## config.mk

```make
export PLATFORM = sky130hd
export DESIGN_NAME = fifo_ctrl_burst
export DESIGN_NICKNAME = d
export VERILOG_FILES = /design/src/rtl/fifo_ctrl_burst.sv
export SDC_FILE = /design/constraint.sdc
export NUM_CORES = 1
export LEC_CHECK = 0
export CORE_ASPECT_RATIO = 1.2
export CORE_MARGIN = 2
export CORE_UTILIZATION = 45
export CTS_CLUSTER_DIAMETER = 200
export DETAILED_ROUTE_END_ITERATION = 6
export PLACE_DENSITY = 0.77
export REMOVE_ABC_BUFFERS = 1
export SLEW_MARGIN = 20
export SYNTH_ARGS = -nofsm -noshare
export SYNTH_HDL_FRONTEND = slang
export SYNTH_SLANG_ARGS = --single-unit
```

## constraint.sdc

```tcl
create_clock -name clk -period 2.84 [get_ports clk]
set_clock_uncertainty 0.15 [all_clocks]
set_input_delay 0.852 -clock clk [delete_from_list [all_inputs] [get_ports clk]]
set_output_delay 0.852 -clock clk [all_outputs]
set_load 0.1 [all_outputs]
```

## src/rtl/fifo_ctrl_burst.sv

```systemverilog
// Pointer, occupancy and flag generator for a FIFO register file.
// STANDARD mode: independent reads and writes. BURST mode: fill to full, then drain to empty.
module fifo_ctrl_burst #(
    parameter int ADDR_WIDTH = 4,
    parameter int AF_LEVEL   = 12,
    parameter int AE_LEVEL   = 2,
    parameter int BURST_MODE = 0
) (
    input  logic                  clk,
    input  logic                  reset,
    input  logic                  rd,
    input  logic                  wr,
    input  logic                  clear_err,
    output logic                  rd_ack,
    output logic                  wr_ack,
    output logic                  empty,
    output logic                  full,
    output logic                  almost_empty,
    output logic                  almost_full,
    output logic [ADDR_WIDTH:0]   count,
    output logic                  draining,
    output logic                  overflow,
    output logic                  underflow,
    output logic [ADDR_WIDTH-1:0] w_addr,
    output logic [ADDR_WIDTH-1:0] r_addr
);

    localparam int                DEPTH   = 2 ** ADDR_WIDTH;
    localparam logic [ADDR_WIDTH:0] DEPTH_C = (ADDR_WIDTH + 1)'(DEPTH);
    localparam logic [ADDR_WIDTH:0] AF_C    = (ADDR_WIDTH + 1)'(AF_LEVEL);
    localparam logic [ADDR_WIDTH:0] AE_C    = (ADDR_WIDTH + 1)'(AE_LEVEL);

    typedef enum logic {
        PH_FILL  = 1'b0,
        PH_DRAIN = 1'b1
    } phase_t;

    phase_t                phase_q, phase_d;
    logic [ADDR_WIDTH-1:0] wr_ptr_q, wr_ptr_d;
    logic [ADDR_WIDTH-1:0] rd_ptr_q, rd_ptr_d;
    logic [ADDR_WIDTH:0]   count_q, count_d;
    logic                  overflow_q, overflow_d;
    logic                  underflow_q, underflow_d;
    logic                  is_empty, is_full;
    logic                  ovf_set, unf_set;

    // Flags come only from the registered count, never from rd/wr directly.
    assign is_empty     = (count_q == '0);
    assign is_full      = (count_q == DEPTH_C);
    assign empty        = is_empty;
    assign full         = is_full;
    assign almost_empty = (count_q <= AE_C);
    assign almost_full  = (count_q >= AF_C);
    assign count        = count_q;
    assign draining     = (phase_q == PH_DRAIN);
    assign overflow     = overflow_q;
    assign underflow    = underflow_q;
    assign w_addr       = wr_ptr_q;
    assign r_addr       = rd_ptr_q;

    always_comb begin
        rd_ack  = 1'b0;
        wr_ack  = 1'b0;
        ovf_set = 1'b0;
        unf_set = 1'b0;
        phase_d = phase_q;

        if (BURST_MODE != 0) begin
            // Requests blocked by the current phase are not counted as errors.
            if (phase_q == PH_FILL) begin
                wr_ack  = wr & ~is_full;
                ovf_set = wr & is_full;
            end else begin
                rd_ack  = rd & ~is_empty;
                unf_set = rd & is_empty;
            end
        end else begin
            rd_ack  = rd & ~is_empty;
            wr_ack  = wr & (~is_full | rd);
            ovf_set = wr & is_full & ~wr_ack;
            unf_set = rd & is_empty;
        end

        count_d  = count_q + (ADDR_WIDTH + 1)'(wr_ack) - (ADDR_WIDTH + 1)'(rd_ack);
        wr_ptr_d = wr_ptr_q + ADDR_WIDTH'(wr_ack);
        rd_ptr_d = rd_ptr_q + ADDR_WIDTH'(rd_ack);

        if (BURST_MODE != 0) begin
            case (phase_q)
                PH_FILL:  if (count_d == DEPTH_C) phase_d = PH_DRAIN;
                PH_DRAIN: if (count_d == '0)      phase_d = PH_FILL;
                default:  phase_d = PH_FILL;
            endcase
        end

        // A new error in the same cycle as clear_err wins.
        overflow_d  = (overflow_q  & ~clear_err) | ovf_set;
        underflow_d = (underflow_q & ~clear_err) | unf_set;
    end

    always_ff @(posedge clk) begin
        if (reset) begin
            phase_q     <= PH_FILL;
            wr_ptr_q    <= '0;
            rd_ptr_q    <= '0;
            count_q     <= '0;
            overflow_q  <= 1'b0;
            underflow_q <= 1'b0;
        end else begin
            phase_q     <= phase_d;
            wr_ptr_q    <= wr_ptr_d;
            rd_ptr_q    <= rd_ptr_d;
            count_q     <= count_d;
            overflow_q  <= overflow_d;
            underflow_q <= underflow_d;
        end
    end

endmodule

```

==> results of run 1 <==
worst max-delay path, cell delays in order:
cell             delay [ns]
clkdlybuf4s50_1        0.47
a21boi_2               0.18
buf_4                  0.14
buf_12                 0.16
cell type report:
| type | count | area (um^2) |
|---|---|---|
| clock buffers | 3 | 22.5 |
| inverters | 11 | 41.3 |
| repair buffers | 32 | 324 |
| clock inverters | 1 | 7.51 |
| fillers | 138 | 581 |
| flip-flops and latches | 15 | 302 |
| multi-input cells | 59 | 507 |
| well taps | 19 | 23.8 |
Yosys cell counts:
library cell | instances | area [um^2]
a21boi_1 | 1 | 7.51
a21oi_1 | 3 | 15.0
a21oi_2 | 1 | 8.76
a32oi_1 | 1 | 8.76
and4bb_4 | 1 | 16.3
buf_2 | 1 | 5.00
buf_4 | 1 | 7.51
conb_1 | 1 | 3.75
dfxtp_1 | 15 | 300
fa_1 | 1 | 20.0
ha_1 | 14 | 175
inv_1 | 11 | 41.3
mux2_1 | 1 | 11.3
mux2_2 | 1 | 11.3
nand2_1 | 1 | 3.75
nand2b_1 | 1 | 6.26
nand3_1 | 2 | 10.0
nor2_1 | 10 | 37.5
nor2_2 | 1 | 6.26
nor2b_1 | 10 | 62.6
nor4b_4 | 1 | 23.8
o21ai_1 | 1 | 5.00
o21bai_1 | 1 | 7.51
o41ai_1 | 1 | 8.76
xnor2_1 | 2 | 17.5
xor2_1 | 3 | 26.3
kinds of logic (layout without fill, tap and decap cells):
kind of cell	count (synthesis)	count (layout)	share of synthesized area (%)
AND/OR/NAND/NOR	27	27	19.6
adder cells (fa/ha/maj)	15	15	23.0
flip-flops	15	15	35.5
buffers and inverters	13	47	6.35
AO/OA/AOI/OAI	9	9	7.24
XOR/XNOR	5	5	5.17
multiplexers	2	2	2.66
other	1	1	0.443
routing by layer:
layer	part of all wire (%)	routed length (um)	GRT usage (%)	vias up
met1	43	676	19.0	290
met5	0	0	0	-
met4	1.1	17	6.06	0
met2	51	807	27.9	18
li1	-	-	-	351
met3	5.3	84	2.08	2
state kept, by name (all words and copies together), names as in the netlist:
name	flops
count	5
r_addr	4
w_addr	4
overflow	1
underflow	1
layout by cell type (no fill, tap or decap), types with 2 or more instances in the layout:
master	netlist	routed
buf_4	1	22
ha_1	14	14
dfxtp_1	15	14
inv_1	11	10
nor2b_1	10	10
nor2_1	10	9
buf_12	0	6
a21oi_1	3	3
xor2_1	3	3
clkbuf_4	0	3
clkdlybuf4s50_1	0	3
nor2_2	1	2
xnor2_1	2	2
nand3_1	2	2
through the flow:
stage	worst slack, ns	TNS (ns)	util, %	area (um^2)
floorplan	-2.68	-26.64	-	835
global placement	-0.220	-0.303	64.6	1170
detailed placement	-0.308	-0.662	64.6	1170
CTS	0.0354	0	67.0	1210
global route	0.00951	0	67.9	1230
finish	0.0332	0	67.9	1230
worst max-delay path by stage:
stage               slack (ns)      endpoint  cells after the start      from
global route              0.01      count[4]                     11  count[2]
detailed placement       -0.31      count[4]                     10        rd
CTS                       0.04        wr_ack                      4        wr
floorplan                -2.68  almost_empty                      2  count[1]
finish                    0.03        wr_ack                      4        wr
global placement         -0.22      count[4]                     10        rd
timing repair:
| action | in CTS | in global routing |
|---|---|---|
| cloned | 0 | 0 |
| buffers inserted | 1 | 1 |
| hold buffers | 0 | 0 |
| gates resized for setup | 4 | 2 |
| setup endpoints to repair | 3 | 3 |
| pin swaps | 1 | 0 |
==> metrics.yaml, run 1 <==
setup_path:
  reg2reg_depth: 11
  crit_fanout: 2
  r2r_end: "count[4]"
  reg2reg_slack_ns: 0.20
  critPathKind: "input pin to primary output"
  r2r_start: "count[2]"
  arrival_ns: 1.80
  end_kind: "primary output"
  worst_setup_path_start_kind: "input pin"
  cp.required_ns: 1.84
hold_path:
  worstHoldEndpoint: "overflow"
  min_from: "overflow"
  hold_path.class: "register to register"
  holdPathStages: 2
yosys:
  syn_avg_cell_area_um2: 9.74
  synth_cells: 87
  ys_seq_area_share_pct: 35.5
  ys_warn_count: 0
  ys_seq_elements: 15
  syn_area_um2: 847
  yosysUniqueCellTypes: 26
timing:
  rsz0062_at_grt: "no"
  fmax_mhz: 356
  timing.hold.ws_ns: 0.366
  drv_slew: 0
  min_period_ns: 2.81
  hold_violations: 0
  post-route-period-util_pct: 98.8
  setup-violations-final: 0
run_status:
  status: "complete, no violations"
grt:
  globalRouteTotalUtil_pct: 15.8
  antenna_found_initial: 0
  grt_pass1_vias: 659
  grt-ovfl-total: 0
  grt_pass1_wl_um: 2670
  grt_max_degree: 11
final_layout:
  drive_gt1_share_pct: 34.7
  diodes: 0
  stdcell_count: 140
  areaGrowthSynthToFinish_pct: 44.9
  nets: 142
die:
  core_um2: 1810
  dieHeight_um: 51.5
  num_rows: 17
  die_width_um: 43.6
  die_area_um2: 2250
  boundaryPins: 27
  initial_core_util_pct: 46.9
clocking:
  cts-root-buf: "clkbuf_4"
  clock_sinks: 15
  path_clk_slew_ns: 0.09
  clkLatencyLatePin_ns: 0.28
  cts.path.max_buffers: 2
  htree_levels: 1
  cts_tree: "built"
  cts_buffers: 3
job:
  max-cap-violations: 0
drt:
  post_drt_wl_per_cell_um: 11.3
  antenna_left: 0
  routed_wl_um: 1590
  drt_iter0_drc: 3
  vias_per_cell: 4.72
  vias: 661
  dr.pass1.iters: 3
  drc: 0
placement:
  place_inst: 134
  io_buffers: 25
  gp_congestion: 0.808
  dpl.hpwl_um: 1300
Power of run 1 is not shown: default switching activity piles up to over one toggle a cycle in this logic, so the estimate is an artifact.
==> run 2, diff against run 1 <==
--- a/config.mk
+++ b/config.mk
@@ -12,6 +12,7 @@
 export DETAILED_ROUTE_END_ITERATION = 6
 export PLACE_DENSITY = 0.77
 export REMOVE_ABC_BUFFERS = 1
+export SKIP_LAST_GASP = 1
 export SLEW_MARGIN = 20
 export SYNTH_ARGS = -nofsm -noshare
 export SYNTH_HDL_FRONTEND = slang
==> results of run 2 <==
Same layout as run 1: the final DEF is identical, and so are final timing and power.
Power of run 2 is left out for the same reason.
==> run 3, diff against run 2 <==
--- a/config.mk
+++ b/config.mk
@@ -7,10 +7,11 @@
 export LEC_CHECK = 0
 export CORE_ASPECT_RATIO = 1.2
 export CORE_MARGIN = 2
-export CORE_UTILIZATION = 45
+export CORE_UTILIZATION = 34
 export CTS_CLUSTER_DIAMETER = 200
 export DETAILED_ROUTE_END_ITERATION = 6
-export PLACE_DENSITY = 0.77
+export GPL_ROUTABILITY_DRIVEN = 0
+export PLACE_DENSITY = 0.61
 export REMOVE_ABC_BUFFERS = 1
 export SKIP_LAST_GASP = 1
 export SLEW_MARGIN = 20
==> run 3 against run 2 <==
Compared with the run above:
- flip-flop and latch count stayed put
- worst setup slack better by 0.027 ns
- routed wire length fell by 2.3%
- utilization decreased by 14 points
- final cell count grew 9.3%
- via count grew 2.1%
- critical endpoint unchanged
- count of clock-buffer cells in the layout is 1 higher
- global-route usage down 3.6 points
- die area increased by 29%
- register-to-register slack improved by 0.05 ns
- first-iteration DRC count down 100%
- cell area rose by 1.4%
==> metrics.yaml, run 3 (synthesized netlist as in run 1, its figures left out) <==
final_layout:
  drive_gt1_share_pct: 33.6  # -1.1 points
  final_common_cell: "buf_4"
  areaGrowthSynthToFinish_pct: 47.0
  design_area_um2: 1240  # +1.4%
  largest_reg_flops: 5  # unchanged
  diodes: 0  # unchanged
  nets: 143  # +0.70%
  final_cell_mix: "buf_4, dfxtp_1, ha_1"
timing:
  setup_ws_ns: 0.0603  # +0.0270 ns
  fmax_mhz: 360  # +0.97%
  timing.hold.ws_ns: 0.348  # -0.0185 ns
  drv_slew: 0  # unchanged
  setup-violations-final: 0  # unchanged
  hold_violations: 0  # unchanged
  rsz0062_at_grt: "no"
  min_period_ns: 2.78  # -0.0270 ns
  post-route-period-util_pct: 97.9  # -0.95 points
run_status:
  status: "complete, no violations"
drt:
  wirelength_met1_um: 665  # -1.6%
  dr.pass1.iters: 1  # -2
  drt_iter0_drc: 0  # -3
  antenna_left: 0  # unchanged
  drc: 0  # unchanged
  dr_wl_met2_um: 814  # +0.87%
  post_drt_wl_per_cell_um: 10.1  # -11%
  vias: 675  # +2.1%
  vias_per_cell: 4.41  # -6.6%
  route.met3.wl_um: 46  # -45%
  routed.top_layer: "met4"
  routed_wl_um: 1550  # -2.3%
setup_path:
  reg2reg_depth: 11  # unchanged
  worst_setup_path_start_kind: "input pin"
  crit_path_cell_trace: "clkdlybuf4s50_1 -> a21boi_2 -> buf_4 -> buf_12"
  r2r_start: "count[2]"
  critPathKind: "input pin to primary output"
  reg2reg_slack_ns: 0.25  # +0.05 ns
  end_kind: "primary output"
  crit_fanout: 2  # unchanged
  cp.required_ns: 1.84  # about the same
  critical_path.slowest_cell: "clkdlybuf4s50_1"
  arrival_ns: 1.78  # -0.02 ns
  r2r_end: "count[4]"
  max_stage_delay_ns: 0.47  # about the same
  crit_start: "wr"
clocking:
  path_clk_slew_ns: 0.08  # about the same
  clkLatencyLatePin_ns: 0.27  # about the same
  postCtsHoldBufs: 0  # unchanged
  cts.path.max_buffers: 2  # unchanged
  cts_buffers: 3  # unchanged
  cts-root-buf: "clkbuf_4"
  htree_levels: 1  # unchanged
  clock_sinks: 15  # unchanged
  cts_tree: "built"
die:
  initial_core_util_pct: 36.4  # -10 points
  num_rows: 19  # +2
  die_area_um2: 2910  # +29%
  dieHeight_um: 58.7  # +14%
  core_um2: 2330  # +29%
  die_width_um: 49.6  # +14%
  boundaryPins: 27  # unchanged
placement:
  post-place-ws_ns: -0.225  # +0.0832 ns
  io_buffers: 25  # unchanged
  place_area_um2: 1200  # +2.6%
  dpl.hpwl_um: 1320  # +1.4%
grt:
  grt-ovfl-total: 0  # unchanged
  antenna_found_initial: 0  # unchanged
  grt_pass1_vias: 673  # +2.1%
  grt_pass1_wl_um: 2730  # +2.1%
  globalRouteTotalUtil_pct: 12.2  # -3.6 points
  grt_max_degree: 13  # +2
hold_path:
  holdPathStages: 2  # unchanged
  min_from: "overflow"
  worstHoldEndpoint: "overflow"
  hold_path.class: "register to register"
job:
  max-cap-violations: 0  # unchanged
-- run 3: what timing repair did --
action	in CTS	in global routing
gates resized for setup	4	1
buffers inserted	1	0
pin swaps	1	0
endpoints found under the setup margin	2	1
cloned	0	0
-- run 3: worst max-delay path: cells and delay by family --
kind | cells | cell delay (ns)
compound gates | 1 | 0.15
buf+inv | 3 | 0.76
-- run 3: layout make-up --
cell class | count | area (um^2)
timing repair buffer | 33 | 332
inverter | 11 | 41.3
multi-input combinational | 59 | 507
fill | 234 | 1080
clock buffer | 4 | 26.3
sequential | 15 | 300
tap | 31 | 38.8
-- run 3: worst max path at each step --
stage / cells after the start / slack [ns] / end
final: 4 / 0.06 / wr_ack
after global routing: 4 / 0.01 / wr_ack
after CTS: 4 / 0.05 / wr_ack
after detailed placement: 10 / -0.22 / count[4]
after global placement: 10 / -0.20 / count[4]
after floorplan: 2 / -2.68 / almost_empty
-- run 3: stage by stage --
step / instances / utilization, % / setup TNS (ns)
after global placement: 148 / 51.5 / -0.345
after CTS: 153 / 53.1 / 0
after floorplan: 85 / - / -26.64
final: 153 / 53.4 / 0
after detailed placement: 148 / 51.5 / -0.429
after global routing: 153 / 53.4 / 0
-- run 3: routing by layer --
layer,global-route usage (%),up-vias
li1,-,347
met1,13.7,314
met2,21.7,12
met3,1.78,2
met4,7.14,0
met5,0,-
Power of run 3 is left out for the same reason.
